$ cat config.mk
export PLATFORM = sky130hd
export DESIGN_NAME = uart_tx_flat
export DESIGN_NICKNAME = d
export VERILOG_FILES = /design/src/rtl/uart_pkg.sv /design/src/rtl/uart_tx_if.sv /design/src/rtl/uart_baud_tick.sv /design/src/rtl/uart_tx.sv /design/src/flat_wrapper.sv
export SDC_FILE = /design/constraint.sdc
export NUM_CORES = 1
export LEC_CHECK = 0
export BUFFER_PORTS_ARGS = -buffer_cell sky130_fd_sc_hd__buf_2
export CAP_MARGIN = 5
export CORE_MARGIN = 2
export CORE_UTILIZATION = 35
export CTS_CLUSTER_DIAMETER = 60
export DETAILED_ROUTE_END_ITERATION = 7
export PLACE_DENSITY_LB_ADDON = 0.05
export SLEW_MARGIN = 25
export SYNTH_ARGS = -nofsm -noshare
export SYNTH_HDL_FRONTEND = slang
export SYNTH_SLANG_ARGS = --single-unit
export TNS_END_PERCENT = 20
$ cat constraint.sdc
create_clock -name clk -period 2.25 [get_ports clk]
set_input_delay 0.45 -clock clk [delete_from_list [all_inputs] [get_ports clk]]
set_output_delay 0.45 -clock clk [all_outputs]
set_load 0.005 [all_outputs]
$ cat src/rtl/uart_pkg.sv
// Shared UART definitions: state encoding, parity modes and baud divider helper.
package uart_pkg;

    typedef enum logic [2:0] {
        S_IDLE,
        S_START,
        S_DATA,
        S_PARITY,
        S_STOP
    } uart_state_t;

    localparam int unsigned PARITY_NONE = 0;
    localparam int unsigned PARITY_EVEN = 1;
    localparam int unsigned PARITY_ODD  = 2;

    function automatic int unsigned clks_per_bit(input int unsigned clk_freq,
                                                 input int unsigned baud);
        return clk_freq / baud;
    endfunction

endpackage

$ cat src/rtl/uart_tx_if.sv
// Byte handshake between a data source and the UART transmitter.
interface uart_tx_if #(
    parameter int unsigned DATA_BITS = 8
);
    logic [DATA_BITS-1:0] tx_data;
    logic                 tx_valid;
    logic                 tx_ready;

    modport master (output tx_data, output tx_valid, input  tx_ready);
    modport slave  (input  tx_data, input  tx_valid, output tx_ready);
endinterface

$ cat src/rtl/uart_baud_tick.sv
// Free-running baud counter; tick marks the last clock of each bit period.
module uart_baud_tick #(
    parameter int unsigned CLKS_PER_BIT = 4
) (
    input  logic clk,
    input  logic rst_n,
    input  logic clear,
    output logic tick
);
    localparam int unsigned CNT_W = (CLKS_PER_BIT > 1) ? $clog2(CLKS_PER_BIT) : 1;

    logic [CNT_W-1:0] cnt_q;
    logic [CNT_W-1:0] cnt_d;

    assign tick = (cnt_q == CNT_W'(CLKS_PER_BIT - 1));

    always_comb begin
        cnt_d = cnt_q + CNT_W'(1);
        if (clear || tick) begin
            cnt_d = '0;
        end
    end

    always_ff @(posedge clk or negedge rst_n) begin
        if (!rst_n) begin
            cnt_q <= '0;
        end else begin
            cnt_q <= cnt_d;
        end
    end

endmodule

$ cat src/rtl/uart_tx.sv
// UART transmitter: valid/ready byte intake, start/data/parity/stop serialization,
// new frames held off until the PLL reports lock.
module uart_tx
    import uart_pkg::*;
#(
    parameter int unsigned CLK_FREQ  = 50_000_000,
    parameter int unsigned BAUD      = 115_200,
    parameter int unsigned DATA_BITS = 8,
    parameter int unsigned PARITY    = 0,
    parameter int unsigned STOP_BITS = 1
) (
    input  logic       clk,
    input  logic       rst_n,
    input  logic       pll_locked,
    uart_tx_if.slave   s_if,
    output logic       tx,
    output logic       busy
);
    localparam int unsigned CPB   = clks_per_bit(CLK_FREQ, BAUD);
    localparam int unsigned BIT_W = $clog2(DATA_BITS);

    if (CPB < 2) begin : g_bad_cpb
        $fatal(1, "uart_tx: CLK_FREQ/BAUD must be at least 2");
    end
    if (DATA_BITS < 5 || DATA_BITS > 9) begin : g_bad_data_bits
        $fatal(1, "uart_tx: DATA_BITS must be 5..9");
    end
    if (PARITY != PARITY_NONE && PARITY != PARITY_EVEN && PARITY != PARITY_ODD) begin : g_bad_parity
        $fatal(1, "uart_tx: PARITY must be 0, 1 or 2");
    end
    if (STOP_BITS < 1 || STOP_BITS > 2) begin : g_bad_stop_bits
        $fatal(1, "uart_tx: STOP_BITS must be 1 or 2");
    end

    uart_state_t          state_q, state_d;
    logic [DATA_BITS-1:0] shift_q, shift_d;
    logic [BIT_W-1:0]     bit_cnt_q, bit_cnt_d;
    logic                 parity_q, parity_d;
    logic                 tx_q, tx_d;
    logic                 busy_q;
    logic                 accept;
    logic                 tick;

    assign s_if.tx_ready = (state_q == S_IDLE) && pll_locked;
    assign accept        = s_if.tx_valid && s_if.tx_ready;
    assign tx            = tx_q;
    assign busy          = busy_q;

    uart_baud_tick #(
        .CLKS_PER_BIT (CPB)
    ) u_baud_tick (
        .clk   (clk),
        .rst_n (rst_n),
        .clear (accept),
        .tick  (tick)
    );

    // Next-state, shift and bit-count logic; every bit state advances on the baud tick.
    always_comb begin
        state_d   = state_q;
        shift_d   = shift_q;
        bit_cnt_d = bit_cnt_q;
        parity_d  = parity_q;
        case (state_q)
            S_IDLE: begin
                if (accept) begin
                    state_d   = S_START;
                    shift_d   = s_if.tx_data;
                    parity_d  = (^s_if.tx_data) ^ (PARITY == PARITY_ODD);
                    bit_cnt_d = '0;
                end
            end
            S_START: begin
                if (tick) begin
                    state_d   = S_DATA;
                    bit_cnt_d = '0;
                end
            end
            S_DATA: begin
                if (tick) begin
                    shift_d = shift_q >> 1;
                    if (bit_cnt_q == BIT_W'(DATA_BITS - 1)) begin
                        bit_cnt_d = '0;
                        state_d   = (PARITY != PARITY_NONE) ? S_PARITY : S_STOP;
                    end else begin
                        bit_cnt_d = bit_cnt_q + BIT_W'(1);
                    end
                end
            end
            S_PARITY: begin
                if (tick) begin
                    state_d   = S_STOP;
                    bit_cnt_d = '0;
                end
            end
            S_STOP: begin
                if (tick) begin
                    if (bit_cnt_q == BIT_W'(STOP_BITS - 1)) begin
                        state_d   = S_IDLE;
                        bit_cnt_d = '0;
                    end else begin
                        bit_cnt_d = bit_cnt_q + BIT_W'(1);
                    end
                end
            end
            default: begin
                state_d = S_IDLE;
            end
        endcase
    end

    // Line level follows the current state one clock later.
    always_comb begin
        tx_d = 1'b1;
        case (state_q)
            S_START:  tx_d = 1'b0;
            S_DATA:   tx_d = shift_q[0];
            S_PARITY: tx_d = parity_q;
            default:  tx_d = 1'b1;
        endcase
    end

    always_ff @(posedge clk or negedge rst_n) begin
        if (!rst_n) begin
            state_q   <= S_IDLE;
            shift_q   <= '0;
            bit_cnt_q <= '0;
            parity_q  <= 1'b0;
            tx_q      <= 1'b1;
            busy_q    <= 1'b0;
        end else begin
            state_q   <= state_d;
            shift_q   <= shift_d;
            bit_cnt_q <= bit_cnt_d;
            parity_q  <= parity_d;
            tx_q      <= tx_d;
            busy_q    <= (state_d != S_IDLE);
        end
    end

endmodule

$ cat src/flat_wrapper.sv
// flat-port wrapper written by rule: the top's interface ports become plain ports
module uart_tx_flat import uart_pkg::*;
#(
    parameter int unsigned CLK_FREQ  = 50_000_000,
    parameter int unsigned BAUD      = 115_200,
    parameter int unsigned DATA_BITS = 8,
    parameter int unsigned PARITY    = 0,
    parameter int unsigned STOP_BITS = 1
)
  (clk, rst_n, pll_locked, tx, busy, s_if_tx_data, s_if_tx_valid, s_if_tx_ready);
  uart_tx_if #(.DATA_BITS(DATA_BITS)) s_if_i ();
  input  logic clk;
  input  logic rst_n;
  input  logic pll_locked;
  output logic tx;
  output logic busy;
  input wire logic [$bits(s_if_i.tx_data)-1:0] s_if_tx_data;
  input wire logic [$bits(s_if_i.tx_valid)-1:0] s_if_tx_valid;
  output wire logic [$bits(s_if_i.tx_ready)-1:0] s_if_tx_ready;
  assign s_if_i.tx_data = s_if_tx_data;
  assign s_if_i.tx_valid = s_if_tx_valid;
  assign s_if_tx_ready = s_if_i.tx_ready;
  uart_tx #(.CLK_FREQ(CLK_FREQ), .BAUD(BAUD), .DATA_BITS(DATA_BITS), .PARITY(PARITY), .STOP_BITS(STOP_BITS)) u_core (.clk(clk), .rst_n(rst_n), .pll_locked(pll_locked), .s_if(s_if_i), .tx(tx), .busy(busy));
endmodule
# Word level (Yosys, flattened, before mapping)
# Cells that the tools add are included.
op_classes:
  mux: 20
  shifts: 0
  magnitude_cmp: 0
  div_mod_pow: 0
  eq_ne: 10
  n_reduce_logical: 13
  mul: 0
  n_addsub: 2
  bitwise: 0
op_table:
  columns: ["op", "n"]
  rows:
  - ["$mux W3", 13]
  - ["$mux W8", 2]
  - ["$pmux W8 S2", 1]
  - ["$pmux W3 S5", 1]
  - ["$pmux W3 S4", 1]
  - ["$add A9 B1 Y9 const B", 1]
  - ["$eq A9 B9 Y1 const B", 1]
  - ["$mux W9", 1]
  - ["$reduce_xor A8 Y1", 1]
  - ["$eq A3 B2 Y1 const B", 2]
  - ["$eq A3 B3 Y1 const B", 2]
  - ["$logic_not A3 Y1", 2]
  - ["$ne A2 B2 Y1 const B", 3]
  - ["$reduce_and A5 Y1", 1]
  - ["$reduce_bool A4 Y1", 1]
  - ["$add A3 B1 Y3 const B", 1]
  - ["$eq A3 B1 Y1 const B", 1]
  - ["$pmux W1 S3", 1]
  - ["$reduce_and A3 Y1", 1]
  - ["$reduce_bool A3 Y1", 1]
  - ["$logic_and A1 B1 Y1", 2]
  - ["$ne A2 B1 Y1 const B", 1]
  - ["$reduce_and A2 Y1", 1]
  - ["$reduce_bool A2 Y1", 1]
  - ["2 further kinds", 2]
totals:
  romBits: 0
  mem_count: 0
  latch_bits: 0
  ff_bits: 26
  ram_bits: 0
  elab_cells: 52
  out_inout_bits: 3
  in_bits: 12

# Logic depth before layout (Yosys ltp)
# Gate-level depths: netlist of run 1.
logic_depth:
  depth_word: 6
  mapped_depth: 6
  ltp_nobuf: 6

# By module
# Synthesis of run 1 repeated with hierarchy kept, for this count alone.
hier_totals:
  hier_cells: 147
  area_unflattened_um2: 1520.2
modules_own_cells:
  columns: ["mod", "n_inst", "area_per_inst_um2", "cells_each", "seq_area_each_um2"]
  rows:
  - ["uart_tx", 1, 1034.7, 99, 426.7]
  - ["uart_baud_tick", 1, 485.5, 48, 225.2]

# Least setup slack after synthesis of run 1
# OpenSTA, ideal clock, no wires.
synth_path:
  kind: "register -> register"
  from: "register u_core.u_baud_tick.cnt_q[2]"
  to: "register u_core.busy_q (netlist: u_core.busy)"
  path_stages_with_launch: 5
  t_arrival_ns: 1.612
  required_ns: 2.119
  path_buffers: 0
  period_less_slack_ns: 1.743
  setup_time_ns: 0.131
  path_slack_ns: 0.507
  path_cell_list: "dfrtp_1 -> or4b_1 -> o311ai_1 -> o21ai_1 -> or3_1"
synth_via:
  elab_chain_cells: 4
  word_cells_on_any_way: 7
  classes_between: "1 x eq/ne; 5 x mux; 1 x reduce/logical"
synth_lines:
  columns: ["element", "line_no", "rtl"]
  rows:
  - ["from (decl)", "uart_baud_tick.sv:12", "logic [CNT_W-1:0] cnt_q;"]
  - ["from (signal assigned)", "uart_baud_tick.sv:28", "cnt_q <= cnt_d;"]
  - ["$eq A9 B9 Y1 *", "uart_baud_tick.sv:15", "assign tick = (cnt_q == CNT_W'(CLKS_PER_BIT - 1));"]
  - ["$mux W3, on equally long branches", null, null]
  - ["$pmux W3 S5 *", "uart_tx.sv:64", "case (state_q)"]
  - ["net u_core.state_d[2]", "uart_tx.sv:35", "uart_state_t state_q, state_d;"]
  - ["$reduce_bool A3 Y1 *", "uart_tx.sv:137", "busy_q <= (state_d != S_IDLE);"]
  - ["to (signal assigned)", "uart_tx.sv:137", null]
  - ["to (decl)", "uart_tx.sv:40", "logic busy_q;"]
# Mark *: on every way through the listed nets, which the timed path passes. The rest lies on a longest branch.
# A chain may end at the register's enable or synchronous reset.

# Worst setup path in the final report of run 1
layout_path:
  from: "register u_core.state_q[0]"
  to: "register u_core.shift_q[3]"
layout_via:
  elab_chain_cells: 5
  word_cells_on_any_way: 9
  classes_between: "3 x eq/ne; 1 x mux; 5 x reduce/logical"
layout_lines:
  columns: ["element", "line_no", "rtl"]
  rows:
  - ["from (decl)", "uart_tx.sv:35", null]
  - ["from (signal assigned)", "uart_tx.sv:132", "state_q <= state_d;"]
  - ["$logic_not A3 Y1", "uart_tx.sv:44, uart_tx.sv:64", null]
  - ["$logic_and A1 B1 Y1", "uart_tx.sv:44", "assign s_if.tx_ready = (state_q == S_IDLE) && pll_locked;"]
  - ["$logic_and A1 B1 Y1", "uart_tx.sv:45", "assign accept = s_if.tx_valid && s_if.tx_ready;"]
  - ["$ne A2 B2 Y1 (no line)", null, null]
  - ["$reduce_and A3 Y1 (no line)", null, null]
  - ["to (signal assigned)", "uart_tx.sv:133", "shift_q <= shift_d;"]
  - ["to (decl)", "uart_tx.sv:36", "logic [DATA_BITS-1:0] shift_q, shift_d;"]
# Several ways; a longest one is shown, not always the timed one.

==> flow_summary_export.csv, run 1 <==
group,metric,value,unit
cts,htree_levels,1,
cts,cts_made_buffers,3,
drt,first_pass_iters,3,
timing,period_minus_slack,1.98,ns
floorplanning,die_w,68.4,um
cts,ctsResizeCount,0,
yosys,synth_cells,138,
floorplanning,fp.coreArea,0.00400,mm2
drt,drtIter0Drc,62,
cts,hold_buffers,0,
cts,cts_sinks,26,
worst_hold_path,hp-class,"in2async",
global_routing,grt_max_degree,27,
timing,finalCritPeriodShare,0.878,
final_layout,fin_cells,202,
global_routing,grt-ovfl-total,0,
yosys,ys_ff_latch,26,
power,p_leak,0.000701,uW
place,pre_cts_ws,0.256,ns
final_layout,final_nets,170,
yosys,synthTopCellsByArea,"dfrtp_1, mux2_2, xnor2_1",
final_layout,drive_above_1_share,0.263,
critical_path,critPathKind,"reg2reg",
final_layout,design_area,0.00161,mm2
yosys,yosysWarnings,0,
timing,maxSlewHeadroom,0.603,
drt,routed_wl,2740,um
yosys,ys_seq_area_frac,0.450,
place,io_buffers,14,
yosys,yosysTopAreaCell,"dfrtp_1",
drt,wl_per_cell,13.6,um
global_routing,grt_pass1_wl,4850,um
global_routing,antenna_found_initial,0,
final_layout,diodes,0,
timing,tns,0,ns
floorplanning,rows,23,
yosys,synthArstFlopShare,1.00,
run_status,outcome,"finished, final reports clean",
timing,hold_viol,0,
yosys,syn-num-nets,155,
critical_path,cp_data_required_time,2.41,ns
timing,fmax,506,MHz
cts,cts_tree,"done",
critical_path,cp-start-kind,"flip-flop",
critical_path,critPathArrivalTime,2.13,ns
power,ir_worst_vdd,227,uV
timing,setup_ws,0.274,ns
global_routing,grt_pass1_vias,1040,
cts,cts.clk_slew.worst_paths,0.09,ns
critical_path,end_kind,"flip-flop",
drt,post-route-drc-count,0,
final_layout,area_growth_syn_to_layout,11.2,%
drt,viasPerCell,4.96,
yosys,synth_edf_count,0,
place,place_area,0.00156,mm2
cts,cts_setup_buffers,0,
floorplanning,start_util,0.363,
yosys,ys_dominant_reg_cell,"dfrtp_1",
floorplanning,ios,15,
timing,tightest_slew,0.595,ns
yosys,synth_top_area_share,0.431,
place,gp_congestion,0.710,
drt,vias,1002,
cts,insertion_delay,0.27,ns
power,powerDensity,510,mW/mm2
floorplanning,fp.dieArea,0.00467,mm2
final_layout,utilization,0.403,
global_routing,grt_usage,0.138,
critical_path,crit_fanout,12,
run,drv_cap,0,
yosys,syn_avg_cell_area,10.5,um2
yosys,netlist_area,0.00145,mm2
floorplanning,fp.dieH,68.4,um
timing,setup_viol,0,
cts,cts_buffer_depth,2,
drt,drtAntennaViolNets,0,
cts,cts-root-buf,"clkbuf_8",
timing,final.setup_skew,0.00299,ns
place,place_inst,198,
timing,rsz0062_at_grt,"false",
yosys,ys_types,37,
place,hpwlAfterDp,2050,um
timing,drv_slew,0,
-- sequential cells by signal, indices dropped and copies added (netlist names) --
signal	cells
u_core.bit_cnt_q	3
u_core.busy	1
u_core.parity_q	1
u_core.shift_q	8
u_core.state_q	3
u_core.tx	1
u_core.u_baud_tick.cnt_q	9
-- cells in the mapped netlist (2+ instances only) --
cell type / count
nor2_1: 15
nand3_1: 6
or2b_1: 2
xnor2_1: 12
xor2_1: 2
or2_2: 2
dfrtp_1: 25
ha_1: 5
nand2b_1: 4
mux2_2: 14
nand2_1: 9
mux2i_1: 2
nand4_1: 3
o21ai_0: 5
or3_1: 2
nor4b_2: 2
nor3_1: 3
inv_1: 5
buf_4: 2
-- per-layer routing --
metal	up-vias	wire length, um	part of all wire	global-route usage
met2	13	1310	0.48	0.229
met5	-	0	0	0
met3	2	85	0.031	0.0197
met4	0	18	0.0066	0.0375
met1	477	1320	0.48	0.188
li1	510	-	-	-
-- area by class of cell --
class | instances | area (um2)
clock buffer | 4 | 55.1
fill | 408 | 2390
inverter | 5 | 18.8
multi-input combinational | 103 | 754
sequential | 26 | 652
tap | 50 | 62.6
timing repair buffer | 14 | 70.1
-- final timing paths --
kind	from	to	slack (ns)	cells after the start
setup / recovery	u_core.state_q[0]	u_core.shift_q[3]	0.27	4
hold / removal	rst_n	u_core.state_q[1]	0.17	1
setup reg to reg	u_core.state_q[0]	u_core.shift_q[3]	0.27	4
hold reg to reg	u_core.parity_q	u_core.parity_q	0.50	2
max in group asynchronous	rst_n	u_core.shift_q[0]	1.68	1
min in group clk	s_if_tx_data[7]	u_core.shift_q[7]	0.46	3
-- power by group --
group	internal (uW)	switching [uW]	leakage, uW
Combinational	25.9	24.7	0.000343
Clock	156	144	0.0000288
Sequential	469	1.33	0.000329
Total	651	170	0.000701
-- placed cells by master (no fill, tap or decap), types with 2 or more instances in the layout --
master	instances
dfrtp_1	25
nor2_1	15
mux2_2	14
buf_2	14
xnor2_1	12
nand2_1	9
nand3_1	6
inv_1	5
o21ai_0	5
ha_1	5
nand2b_1	4
clkbuf_8	4
nand4_1	3
nor3_1	3
or2b_1	2
nor4b_2	2
or2_2	2
xor2_1	2
or3_1	2
mux2i_1	2
-- metrics by stage --
stage	total power, uW	hold WS, ns
2_1_floorplan	507	0.154
3_3_place_gp	531	0.486
3_5_place_dp	532	0.492
4_1_cts	840	0.200
5_1_grt	872	0.219
6_report	822	0.175
-- logic make-up (layout without fill, tap and decap cells) --
group / Yosys count / in the layout / synth area share
mux: 16 / 16 / 0.123
compound gates: 13 / 13 / 0.0604
buf+inv: 9 / 23 / 0.0302
flops: 26 / 26 / 0.450
fa+ha+maj: 5 / 5 / 0.0431
xor+xnor: 14 / 14 / 0.0846
simple gates: 55 / 55 / 0.210
-- worst max-delay path: stages, from the launching register on --
cell	delay [ns]
dfrtp_1	0.50
nand2b_1	0.20
or2_2	0.40
o21ai_2	0.38
mux2_2	0.38
No activity file was read; power rests on OpenSTA's default activity.
==> run 2: changes to the inputs <==
--- a/config.mk
+++ b/config.mk
@@ -5,7 +5,7 @@
 export SDC_FILE = /design/constraint.sdc
 export NUM_CORES = 1
 export LEC_CHECK = 0
-export BUFFER_PORTS_ARGS = -buffer_cell sky130_fd_sc_hd__buf_2
+export BUFFER_PORTS_ARGS = -buffer_cell sky130_fd_sc_hd__buf_4
 export CAP_MARGIN = 5
 export CORE_MARGIN = 2
 export CORE_UTILIZATION = 35
==> constraint.sdc (replaced) <==
create_clock -name clk -period 1.7 [get_ports clk]
set_input_delay 0.34 -clock clk [delete_from_list [all_inputs] [get_ports clk]]
set_output_delay 0.34 -clock clk [all_outputs]
set_load 0.005 [all_outputs]
==> flow_summary_export.csv, run 2 (same netlist as run 1, synthesis figures left out) <==
group,metric,value,unit
run_status,violations,"setup timing",
timing,setup_viol,1,
place,io_buffers,14,
timing,rsz0062_at_grt,"true",
timing,tightest_slew,0.331,ns
critical_path,critPathArrivalTime,1.89,ns
global_routing,grt_pass1_wl,4540,um
drt,wl_per_cell,12.2,um
drt,drtIter0Drc,55,
drt,first_pass_iters,4,
timing,maxSlewHeadroom,0.779,
global_routing,antenna_found_initial,0,
critical_path,crit_end,"u_core.busy",
critical_path,reg2reg_to,"u_core.busy",
global_routing,grt_usage,0.133,
timing,finalCritPeriodShare,1.02,
final_layout,area_growth_syn_to_layout,26.2,%
timing,hold_viol,0,
cts,cts_tree,"done",
final_layout,top_regs,"u_core.u_baud_tick.cnt_q (9), u_core.shift_q (8)",
place,place_inst,217,
floorplanning,fp.coreArea,0.00400,mm2
final_layout,final_nets,192,
critical_path,r2r_cells,4,
drt,post-route-drc-count,0,
global_routing,grt-ovfl-total,0,
drt,viasPerCell,4.88,
floorplanning,ios,15,
place,hpwlAfterDp,2090,um
floorplanning,fp.dieArea,0.00467,mm2
floorplanning,rows,23,
final_layout,diodes,0,
final_layout,final_cell_mix,"buf_4, dfrtp_1, nor2_1, mux2_2, xnor2_1",
drt,routed_wl,2740,um
power,p_leak,0.000823,uW
final_layout,drive_above_1_share,0.374,
timing,final.setup_skew,0.00582,ns
critical_path,critPathKind,"reg2reg",
critical_path,cp_data_required_time,1.86,ns
power,powerDensity,581,mW/mm2
cts,cts_made_buffers,3,
final_layout,largest_register_ffs,9,
cts,insertion_delay,0.27,ns
drt,vias,1092,
floorplanning,start_util,0.363,
timing,period_minus_slack,1.73,ns
floorplanning,fp.dieH,68.4,um
final_layout,layout_commonest_cell,"buf_4",
global_routing,grt_max_degree,27,
timing,fmax,577,MHz
final_layout,design_area,0.00183,mm2
timing,drv_slew,0,
critical_path,crit_fanout,3,
critical_path,regToRegStartpoint,"u_core.u_baud_tick.cnt_q[2]",
run,drv_cap,0,
critical_path,startpoint,"u_core.u_baud_tick.cnt_q[2]",
cts,cts_buffer_depth,2,
worst_hold_path,hp-class,"in2reg",
place,place_area,0.00174,mm2
critical_path,end_kind,"flip-flop",
cts,htree_levels,1,
cts,cts.clk_slew.worst_paths,0.09,ns
final_layout,registers.top_by_ff_count,"u_core.u_baud_tick.cnt_q",
drt,drtAntennaViolNets,0,
global_routing,grt_pass1_vias,1024,
timing,setup_ws,-0.0321,ns
final_layout,fin_cells,224,
cts,cts_sinks,26,
timing,tns,-0.0321,ns
floorplanning,die_w,68.4,um
place,gp_congestion,0.802,
cts,cts-root-buf,"clkbuf_8",
run_status,outcome,"finished with violations",
critical_path,cp-start-kind,"flip-flop",
critical_path,timing.reg2reg.setup_slack,-0.03,ns
power,ir_worst_vdd,306,uV
==> run 2: how the worst min path moves through the flow <==
| stage | slack, ns | depth (start not counted) | end | startpoint |
|---|---|---|---|---|
| after global routing | 0.35 | 3 | u_core.shift_q[7] | s_if_tx_data[7] |
| after detailed placement | 0.27 | 1 | u_core.bit_cnt_q[2] | rst_n |
| after CTS | 0.34 | 3 | u_core.shift_q[7] | s_if_tx_data[7] |
| after floorplan | 0.04 | 0 | u_core.bit_cnt_q[0] | rst_n |
| after global placement | 0.27 | 1 | u_core.bit_cnt_q[2] | rst_n |
| final | 0.34 | 3 | u_core.shift_q[7] | s_if_tx_data[7] |
==> run 2: layout make-up <==
type,count,area [um2]
clock buffer,4,45.0
fill,381,2170
inverter,5,18.8
multi-input combinational,103,776
sequential,26,652
tap,50,62.6
timing repair buffer,36,277
==> run 2: per-layer routing <==
metal  vias up  part of all wire  track usage
li1        548                 -            -
met1       523              0.45        0.171
met2        17              0.50        0.216
met3         4             0.032       0.0280
met4         0             0.013       0.0525
met5         -                 0            0
==> run 2: where the power goes <==
group	internal [uW]	switching [uW]
clock	168	198
combinational	43.0	32.7
sequential	621	1.36
==> run 2: repair_timing <==
item | CTS | global route
gates resized for setup | 4 | 3
buffers inserted | 0 | 2
endpoints found under the setup margin | 7 | 14
hold buffers | 1 | 0
hold endpoints to repair | 25 | 0
pin swaps | 0 | 1
==> run 2: critical path: stages, from the launching register on <==
cell and delay, ns:
dfrtp_1 0.41, or4b_4 0.56, o311ai_2 0.22, o21ai_1 0.12, or3_1 0.32
==> run 2: stage by stage <==
step,setup slack [ns],hold WS [ns],util,power (uW)
CTS,-0.0417,0.336,0.452,1080
finish,-0.0321,0.342,0.458,1060
floorplan,-0.0383,0.0444,-,671
detailed placement,-0.0623,0.273,0.434,711
global route,-0.111,0.350,0.458,1120
global placement,-0.0125,0.271,0.434,711
